File: config.mk
export PLATFORM = sky130hd
export DESIGN_NAME = input_debouncer
export DESIGN_NICKNAME = d
export VERILOG_FILES = /design/src/rtl/input_debouncer.sv
export SDC_FILE = /design/constraint.sdc
export NUM_CORES = 1
export LEC_CHECK = 0
export ABC_CLOCK_PERIOD_IN_PS = 1500
export CORE_UTILIZATION = 45
export CTS_BUF_LIST = sky130_fd_sc_hd__clkbuf_4 sky130_fd_sc_hd__clkbuf_8 sky130_fd_sc_hd__clkbuf_16
export DETAILED_ROUTE_END_ITERATION = 8
export PLACE_DENSITY = 0.7
export SYNTH_ARGS = -nofsm -noshare
export SYNTH_HDL_FRONTEND = slang
export SYNTH_SLANG_ARGS = --single-unit
File: constraint.sdc
create_clock -name clk -period 1.5 [get_ports clk]
set_input_delay 0.3 -clock clk [delete_from_list [all_inputs] [get_ports clk]]
set_output_delay 0.3 -clock clk [all_outputs]
set_load 0.02 [all_outputs]
File: src/rtl/input_debouncer.sv
// Switch/button conditioner: N-flop synchronizer feeding a counter-qualified
// 4-state FSM, with a saturating count of rejected glitches for debug.
module input_debouncer #(
  parameter int SYNC_STAGES     = 2,
  parameter int DEBOUNCE_CYCLES = 4,
  parameter int CNT_W           = 3,
  parameter int GLITCH_W        = 8
) (
  input  logic                clk,
  input  logic                reset,
  input  logic                btn_i,
  output logic                level_o,
  output logic                busy_o,
  output logic [GLITCH_W-1:0] glitch_cnt_o
);

  typedef enum logic [1:0] {
    IDLE_LO   = 2'd0,
    WAIT_HI   = 2'd1,
    STABLE_HI = 2'd2,
    WAIT_LO   = 2'd3
  } state_t;

  localparam logic [CNT_W-1:0] CNT_DONE = CNT_W'(DEBOUNCE_CYCLES);

  logic [SYNC_STAGES-1:0] sync_reg;
  logic                   s;

  state_t                 state_reg, state_next;
  logic [CNT_W-1:0]       cnt_reg, cnt_next;
  logic                   level_reg, level_next;
  logic [GLITCH_W-1:0]    glitch_reg, glitch_next;
  logic [GLITCH_W-1:0]    glitch_inc;

  // Stage 0 captures the raw input; s is the last, metastability-settled stage.
  always_ff @(posedge clk) begin
    if (reset) begin
      sync_reg <= '0;
    end else begin
      sync_reg <= {sync_reg[SYNC_STAGES-2:0], btn_i};
    end
  end

  assign s = sync_reg[SYNC_STAGES-1];

  // Saturating increment: the counter holds at all-ones instead of wrapping.
  assign glitch_inc = (glitch_reg == '1) ? glitch_reg : glitch_reg + GLITCH_W'(1);

  always_ff @(posedge clk) begin
    if (reset) begin
      state_reg  <= IDLE_LO;
      cnt_reg    <= '0;
      level_reg  <= 1'b0;
      glitch_reg <= '0;
    end else begin
      state_reg  <= state_next;
      cnt_reg    <= cnt_next;
      level_reg  <= level_next;
      glitch_reg <= glitch_next;
    end
  end

  always_comb begin
    state_next  = state_reg;
    cnt_next    = cnt_reg;
    level_next  = level_reg;
    glitch_next = glitch_reg;
    case (state_reg)
      IDLE_LO: begin
        if (s) begin
          state_next = WAIT_HI;
          cnt_next   = CNT_W'(1);
        end
      end
      WAIT_HI: begin
        if (!s) begin
          state_next  = IDLE_LO;
          cnt_next    = '0;
          glitch_next = glitch_inc;
        end else if (cnt_reg == CNT_DONE) begin
          state_next = STABLE_HI;
          cnt_next   = '0;
          level_next = 1'b1;
        end else begin
          cnt_next = cnt_reg + CNT_W'(1);
        end
      end
      STABLE_HI: begin
        if (!s) begin
          state_next = WAIT_LO;
          cnt_next   = CNT_W'(1);
        end
      end
      WAIT_LO: begin
        if (s) begin
          state_next  = STABLE_HI;
          cnt_next    = '0;
          glitch_next = glitch_inc;
        end else if (cnt_reg == CNT_DONE) begin
          state_next = IDLE_LO;
          cnt_next   = '0;
          level_next = 1'b0;
        end else begin
          cnt_next = cnt_reg + CNT_W'(1);
        end
      end
      default: begin
        state_next = IDLE_LO;
        cnt_next   = '0;
        level_next = 1'b0;
      end
    endcase
  end

  assign level_o      = level_reg;
  assign busy_o       = (state_reg == WAIT_HI) || (state_reg == WAIT_LO);
  assign glitch_cnt_o = glitch_reg;

endmodule

* Word level (Yosys, flattened, before mapping)
Index checks and enable logic that the tools add are counted.
** Word-level totals
- Bits in registers :: 16
- Input bits :: 3
- Logic and storage cells :: 51
** Operators by class
- Add/sub/neg operators :: 2
- Eq/ne operators :: 15
- Multiplexer cells :: 22
- Reductions and logical operators :: 7
** Operators with widths (count)
- 8-bit two-way mux :: 3
- 2-bit != test (second input constant) :: 8
- 8-bit one-hot mux with 2 select lines :: 1
- 3-bit two-way mux :: 5
- 2-bit two-way mux :: 6
- 3-bit one-hot mux with 4 select lines :: 1
- 8-bit by 1-bit adder with 8-bit output (second input constant) :: 1
- 8-bit equality test (second input constant) :: 1
- 2-bit one-hot mux with 4 select lines :: 1
- 3-bit != test (second input constant) :: 2
- 5-bit AND reduction :: 1
- 2-bit equality test (second input constant) :: 2
- 1-bit two-way mux :: 4
- 4-bit AND reduction :: 1
- 3-bit by 1-bit adder with 3-bit output (second input constant) :: 1
- 3-bit equality test (second input constant) :: 1
- 3-bit AND reduction :: 1
- 2-bit by 1-bit equality test with 1-bit output (second input constant) :: 1
- 2-bit logical NOT :: 1
- 1-bit one-hot mux with 2 select lines :: 1
- 2-bit AND reduction :: 1
- 2-bit nonzero test :: 1
- 1-bit logical OR :: 1

* Depth between registers and ports, before layout
- Word-level depth :: 4
- Mapped depth :: 6
- Depth with buffers taken out :: 6

* Worst setup path before layout
Ideal clock, no wire load.
- Path kind :: reg-to-reg
- Start point :: register glitch_reg[0] (netlist: glitch_cnt_o[0])
- End point :: register glitch_reg[1] (netlist: glitch_cnt_o[1])
- Arrival :: 1370 ps
- Required time :: 1372 ps
- Setup slack :: 3 ps
- Cell stages (with the launch flop) :: 6
- Period minus slack after synthesis :: 1497 ps
- Cells stage by stage :: dfxtp_1 -> ha_1 -> nand3_1 -> o211ai_1 -> mux2i_1 -> nor2_1
** Between the ends
- Cells in the longest elaborated chain, start to end :: 4
- Elaborated cells between the ends (all ways) :: 6
** Ends and longest elaborated chain
- from (decl) :: RTL line 32 : logic [GLITCH_W-1:0] glitch_reg, glitch_next;
- from (signal assigned) :: RTL line 59 : glitch_reg <= glitch_next;
- 8-bit by 1-bit adder with 8-bit output / 8-bit equality test (equally long branches) :: RTL line 47 : assign glitch_inc = (glitch_reg == '1) ? glitch_reg : glitch_reg + GLITCH_W'(1);
- 8-bit two-way mux (*) :: RTL line 47
- 8-bit two-way mux, on equally long branches :: RTL line 95, 76
- 8-bit one-hot mux with 2 select lines (*) :: RTL line 68 : case (state_reg)
Every way passes the cells marked *; elsewhere a longest branch is shown, timed or not. The select of a mux whose other input is x is not followed.
A chain may end at the register's enable or synchronous reset.

* Final worst setup path
- Start point :: register glitch_reg[3] (netlist: glitch_cnt_o[3])
- End point :: output glitch_cnt_o[3]
** RTL lines
- to (decl) :: RTL line 14 : output logic [GLITCH_W-1:0] glitch_cnt_o
No word-level cell between the ends.

==> out/metrics.csv <==
metric;value;unit
final WL;1384;µm
Synth Register Bits;16;
commonest cells in the netlist;16 x dfxtp_1, 9 x nor2_1, 5 x a21oi_1, 5 x o21ai_0, 5 x xor2_1;
total congestion overflow;0;
largest family of logic cells by synthesized area;simple AND/OR/NAND/NOR gates;
Critical path buffers and inverters;1;
die area;0.001812;mm²
Overall Global Routing Usage;17.73;%
critical-path cell list;dlygate4sd2_1;
fill count;133;
Fin. Hold Viols;0;
clock sinks;16;
CP max FO;6;
post-synthesis compound-gate area fraction;15.71;%
Netlist cell types;27;
drt via density;5.409;
Max IR drop VDD;0.4985;mV
antenna cells;0;
DRT iter0 DRCs;15;
Layout Nets;106;
Starting Density;48.60;%
Vias;622;
clk root buf;clkbuf_4;
XOR/XNOR Fraction of Synth Area;9.628;%
crit path DAT;1.12;ns
Place WS;0.06144;ns
mux share of post-synthesis cell area;2.703;%
DRT Pass-1 Iters;4;
layout cell share with drive strength beyond 1;20.20;%
PortBufs;12;
max FFs per register;8;
vias in the first global route;565;
Die Y;42.57;µm
Worst Max-Slew Pin Slew;0.2850;ns
# placed instances;109;
top cells by area, synth;dfxtp_1 43%, xor2_1 5.9%, ha_1 5.1%, nor2_1 4.6%, xnor2_4 3.7%;
post-synthesis cell count;78;
fmax;704.1;MHz
Hold WC Path Type;register to register;
Post-Syn Area per Cell;9.496;µm²
CP Class;register to output port;
top-area cell type share of the netlist area;43.24;%
Std-Cell Rows;14;
post-route ant nets;0;
Core ar.;0.001524;mm²
Critical Path Source Type;register;
P&R area growth vs syn;30.24;%
PwrDens;813.1;mW/mm²
hpwl dp;983.5;µm
TritonCTS Buffers;3;
Post-Syn Nets;84;
final std cells w/o fill;115;
Power Total;784.4;µW
area share of fa/ha/maj cells after synthesis;5.068;%
WP data required;1.20;ns
max incr delay on CP;0.45;ns
top_reg_cell synth;dfxtp_1;
slew margin rel.;80.92;%
CP endpoint kind;output port;
Setup Skew;0.005451;ns
RSZ-0062 raised after global routing;true;
Async S/R FF share, synth;0;%
Die Span X;42.57;µm
fin crit share;94.68;%
Placer Congestion;0.7466;
instance area at placement;913.4;µm²
clock buffer depth;2;
largest net degree at the start of global routing;11;
slowest stage cell, crit path;dfxtp_1;
Post-Synthesis Cell Area;740.7;µm²
max-slew violations;0;
CP top delay family;flip-flops;
clock transition at the registers of the reported paths;0.10;ns
routed len/inst;12.03;µm
initial antenna violation count;0;
count leader, synth;dfxtp_1;
CTS H-tree lvls;1;
Final Cell Area;964.7;µm²
Simple-Gate Fraction of Synth Area;20.95;%
DRC viols;0;
status;finished, final reports clean;
Setup WS post-layout;0.07975;ns
post-synth top area cell;dfxtp_1;
Leak Pwr;0.0004143;µW
# IOs;13;
clk_lat worst skew;0.28;ns
setup violators final;0;
first-pass GRT wire length;2401;µm
post-layout util;63.30;%
number of enable flip-flop cells after synthesis;0;
MaxCap Viol Count;0;
CTS tree;yes;
register area share after synthesis;43.24;%
shortest period the worst path allows;1.420;ns
Ys Warns;0;
==> cell type report <==
class                           instances  area, µm²  share of cell area (%)
Multi-Input combinational cell         57      407.9                   42.28
Sequential cell                        16      325.3                   33.72
Timing Repair Buffer                   20      167.7                   17.38
Clock buffer                            4      36.28                   3.761
Tap cell                               16      20.02                   2.075
Inverter                                2      7.507                  0.7782
==> per-stage QoR <==
stage,setup TNS (ns),hold slack [ns]
floorplan,0,0.3691
global placement,0,0.4186
detailed placement,0,0.4319
CTS,0,0.4524
global route,-0.001833,0.4579
finish,0,0.4449
==> final timing paths <==
kind / from / endpoint / slack (ns) / cells past startpoint
min reg2reg: sync_reg[0] / sync_reg[1] / 0.44 / 1
max: glitch_cnt_o[3] / glitch_cnt_o[3] / 0.08 / 1
min: sync_reg[0] / sync_reg[1] / 0.44 / 1
max reg2reg: glitch_cnt_o[0] / glitch_cnt_o[6] / 0.08 / 5
==> power by group <==
| group | total (µW) | internal, µW | leakage [µW] | switching, µW |
|---|---|---|---|---|
| sequential | 439 | 433 | 0.000132 | 5.73 |
| combinational | 60.2 | 29.8 | 0.000262 | 30.4 |
| clock | 285 | 148 | 0.0000210 | 138 |
==> worst register-to-register path: stages, from the launching register on <==
cell     delay [ns]
dfxtp_2        0.37
ha_2           0.20
and3_1         0.15
nand4_1        0.15
or3_1          0.35
a21oi_1        0.14
==> metal layers <==
| layer | share of wire (%) | global-route usage, % | up-vias |
|---|---|---|---|
| li1 | - | - | 319 |
| met1 | 48 | 23.51 | 288 |
| met2 | 47 | 26.77 | 13 |
| met3 | 4.0 | 2.586 | 2 |
| met4 | 1.3 | 11.25 | 0 |
| met5 | 0 | 0 | - |
==> cells by family (layout without fill, tap and decap cells) <==
kind of cell	Yosys count	in the layout
buf+inv	5	26
simple gates	30	30
compound gates	16	16
flops	16	16
fa+ha+maj	3	3
xor+xnor	6	6
mux	2	2
==> cell usage in the layout (no fill, tap or decap), types with 2 or more instances in the layout <==
master            n
a21oi_1           5
and3_1            3
buf_4             8
clkbuf_4          3
clkdlybuf4s50_1   2
dfxtp_1          12
dfxtp_2           4
dlygate4sd2_1    10
ha_1              2
inv_1             2
mux2i_1           2
nand2_1           4
nand4_1           3
nor2_1            9
nor2b_1           2
o21ai_0           5
or3_1             3
xor2_1            5
==> what timing repair did <==
item | 4_1_cts | 5_1_grt
setup endpoints to repair | 10 | 5
hold endpoints to repair | 0 | 0
resized for setup | 10 | 6
hold buffers | 0 | 0
pin swaps | 0 | 3
setup buffers | 0 | 2
No activity file was read; power rests on OpenSTA's default activity.
==> patch: new RTL, same flow settings <==
The parameter `GLITCH_W` goes from 8 to 10.
--- a/src/rtl/input_debouncer.sv
+++ b/src/rtl/input_debouncer.sv
@@ -4,7 +4,7 @@
   parameter int SYNC_STAGES     = 2,
   parameter int DEBOUNCE_CYCLES = 4,
   parameter int CNT_W           = 3,
-  parameter int GLITCH_W        = 8
+  parameter int GLITCH_W        = 10
 ) (
   input  logic                clk,
   input  logic                reset,
Ports: changed (resized glitch_cnt_o); port bits go from 13 to 15. No check against the original RTL was run, so the function may have changed too.
==> patch against the original RTL <==
Routed wire length is 48% higher; cell count grew 41%; sequential share of layout area decreased by 3.5 points; sequential cell count grew 2; non-clock buffer count is 17 higher; synthesized area up 16%; setup slack worse by 0.075 ns; utilization increased by 7.9 points; synthesized cell count rose by 29%; cell area increased by 30%; total power is 10% higher; die area up 15%.
==> patch: results (changes against the original RTL) <==
Yosys
  – Cell types occupying the most area after synthesis: dfxtp_1 (42%), a21oi_1 (5.8%), nand3_1 (4.7%) (was dfxtp_1 (43%), xor2_1 (5.9%), ha_1 (5.1%))
  – Netlist cell types: 30 (was 27)
  – Synth Net Count: 107 (was 84)
  – Top cell types by occurrence after synthesis: dfxtp_1 (18), a21oi_1 (10), nand3_1 (8) (was dfxtp_1 (16), nor2_1 (9), a21oi_1 (5), o21ai_0 (5), xor2_1 (5))
  – Share of synthesized area occupied by flip-flops and latches: 41.92% (was 43.24%)
  – Synth Area per Inst: 8.511 um2 (was 9.496 um2)

Setup path
  – Critical Path AT: 1.74 ns (was 1.12 ns)
  – Register-to-register path setup slack: 0.005 ns (was 0.08 ns)
  – R2R depth: 4 (was 5)
  – Endpoint of the worst register-to-register path: glitch_cnt_o[5] (was glitch_cnt_o[6])
  – Worst Path Max Fanout: 5 (was 6)

Timing
  – Slew @ Worst Pin: 0.3755 ns (was 0.2850 ns)
  – Final worst hold slack: 0.4526 ns (was 0.4449 ns)
  – Layout Skew: 0.002755 ns (was 0.005451 ns)

Final layout
  – Largest register FFs: 10 (was 8)
  – Layout cell share with drive strength beyond 1: 33.58% (was 20.20%)
  – Number of nets in the finished design: 144 (was 106)

Detailed routing
  – Per-cell routed wire length: 12.68 um (was 12.03 um)
  – Initial DRC count: 20 (was 15)
  – Overall via count from detail_route: 859 (was 622)
  – Total length of routed wires: 2054 um (was 1384 um)

Status
  – Run status: finished clean (unchanged)

Placement
  – Detailed-placement wirelength estimate: 1488 um (was 983.5 um)
  – Number of port buffers: 14 (was 12)
  – Count of placed standard cells including taps: 155 (was 109)
  – Worst setup timing slack at the placement stage: 0.02950 ns (was 0.06144 ns)

Clock network
  – Worst skew pair latency: 0.30 ns (was 0.28 ns)

Global routing
  – Global-route wire length before repair: 3325 um (was 2401 um)
  – Number of global-route vias before repair: 726 (was 565)

Power
  – Static Leakage: 0.5220 nW (was 0.4143 nW)
-- patch: cell count changes in the layout (fill, tap and decap cells not counted), sizes merged, moves of 3 or more --
cell | before | now
a21oi | 5 | 10
buf | 8 | 23
nand3 | 2 | 8
xor2 | 5 | 2
nor3 | 1 | 7
-- patch: final cells by class --
type	count	area (um2)
Timing Repair Buffer	37	297.8
Fill cell	160	508.0
Sequential cell	18	379.1
Inverter	4	15.01
Tap cell	25	31.28
Clock buffer	4	36.28
Multi-Input combinational cell	74	496.7
-- patch: per-layer routing --
metal	routed length (um)	vias up	part of all wire (%)	GRT usage, %
li1	-	434	-	-
met1	1023	403	50	30.64
met2	926	15	45	33.14
met3	51	7	2.5	4.762
met4	53	0	2.6	12.35
met5	0	-	0	0
-- patch: worst max-delay path by stage --
stage / start / endpoint / cells past startpoint
after detailed placement: register / glitch_cnt_o[5] / 4
after CTS: register / glitch_cnt_o[5] / 4
after global placement: state_reg[0] / glitch_cnt_o[5] / 4
final: register / glitch_cnt_o[5] / 4
after global routing: register / glitch_cnt_o[5] / 4
after floorplan: glitch_cnt_o[1] / glitch_cnt_o[4] / 5
-- patch: critical path, cell delays in order, from the launching register on --
cell and delay (ns):
dfxtp_2 0.35, xor2_2 0.20, or2_4 0.28, or4_4 0.48, a21oi_2 0.14
-- patch: where the power goes --
group / internal [mW] / switching (mW)
clock: 0.148 / 0.161
sequential: 0.482 / 0.00669
combinational: 0.0345 / 0.0343
-- patch: logic make-up after synthesis --
logic type / after synthesis / synth area share (%)
buffers and inverters: 9 / 4.074
AND/OR/NAND/NOR: 43 / 26.20
AO/OA/AOI/OAI: 22 / 15.87
multiplexers: 3 / 3.639
XOR/XNOR: 3 / 3.931
adder cells (fa/ha/maj): 3 / 4.367
flip-flops: 18 / 41.92
-- patch: timing repair --
action / 4_1_cts / 5_1_grt
buffers inserted: 0 / 3
endpoints found under the setup margin: 12 / 7
gates resized for setup: 12 / 12
pin swaps: 0 / 3
gates cloned: 0 / 0
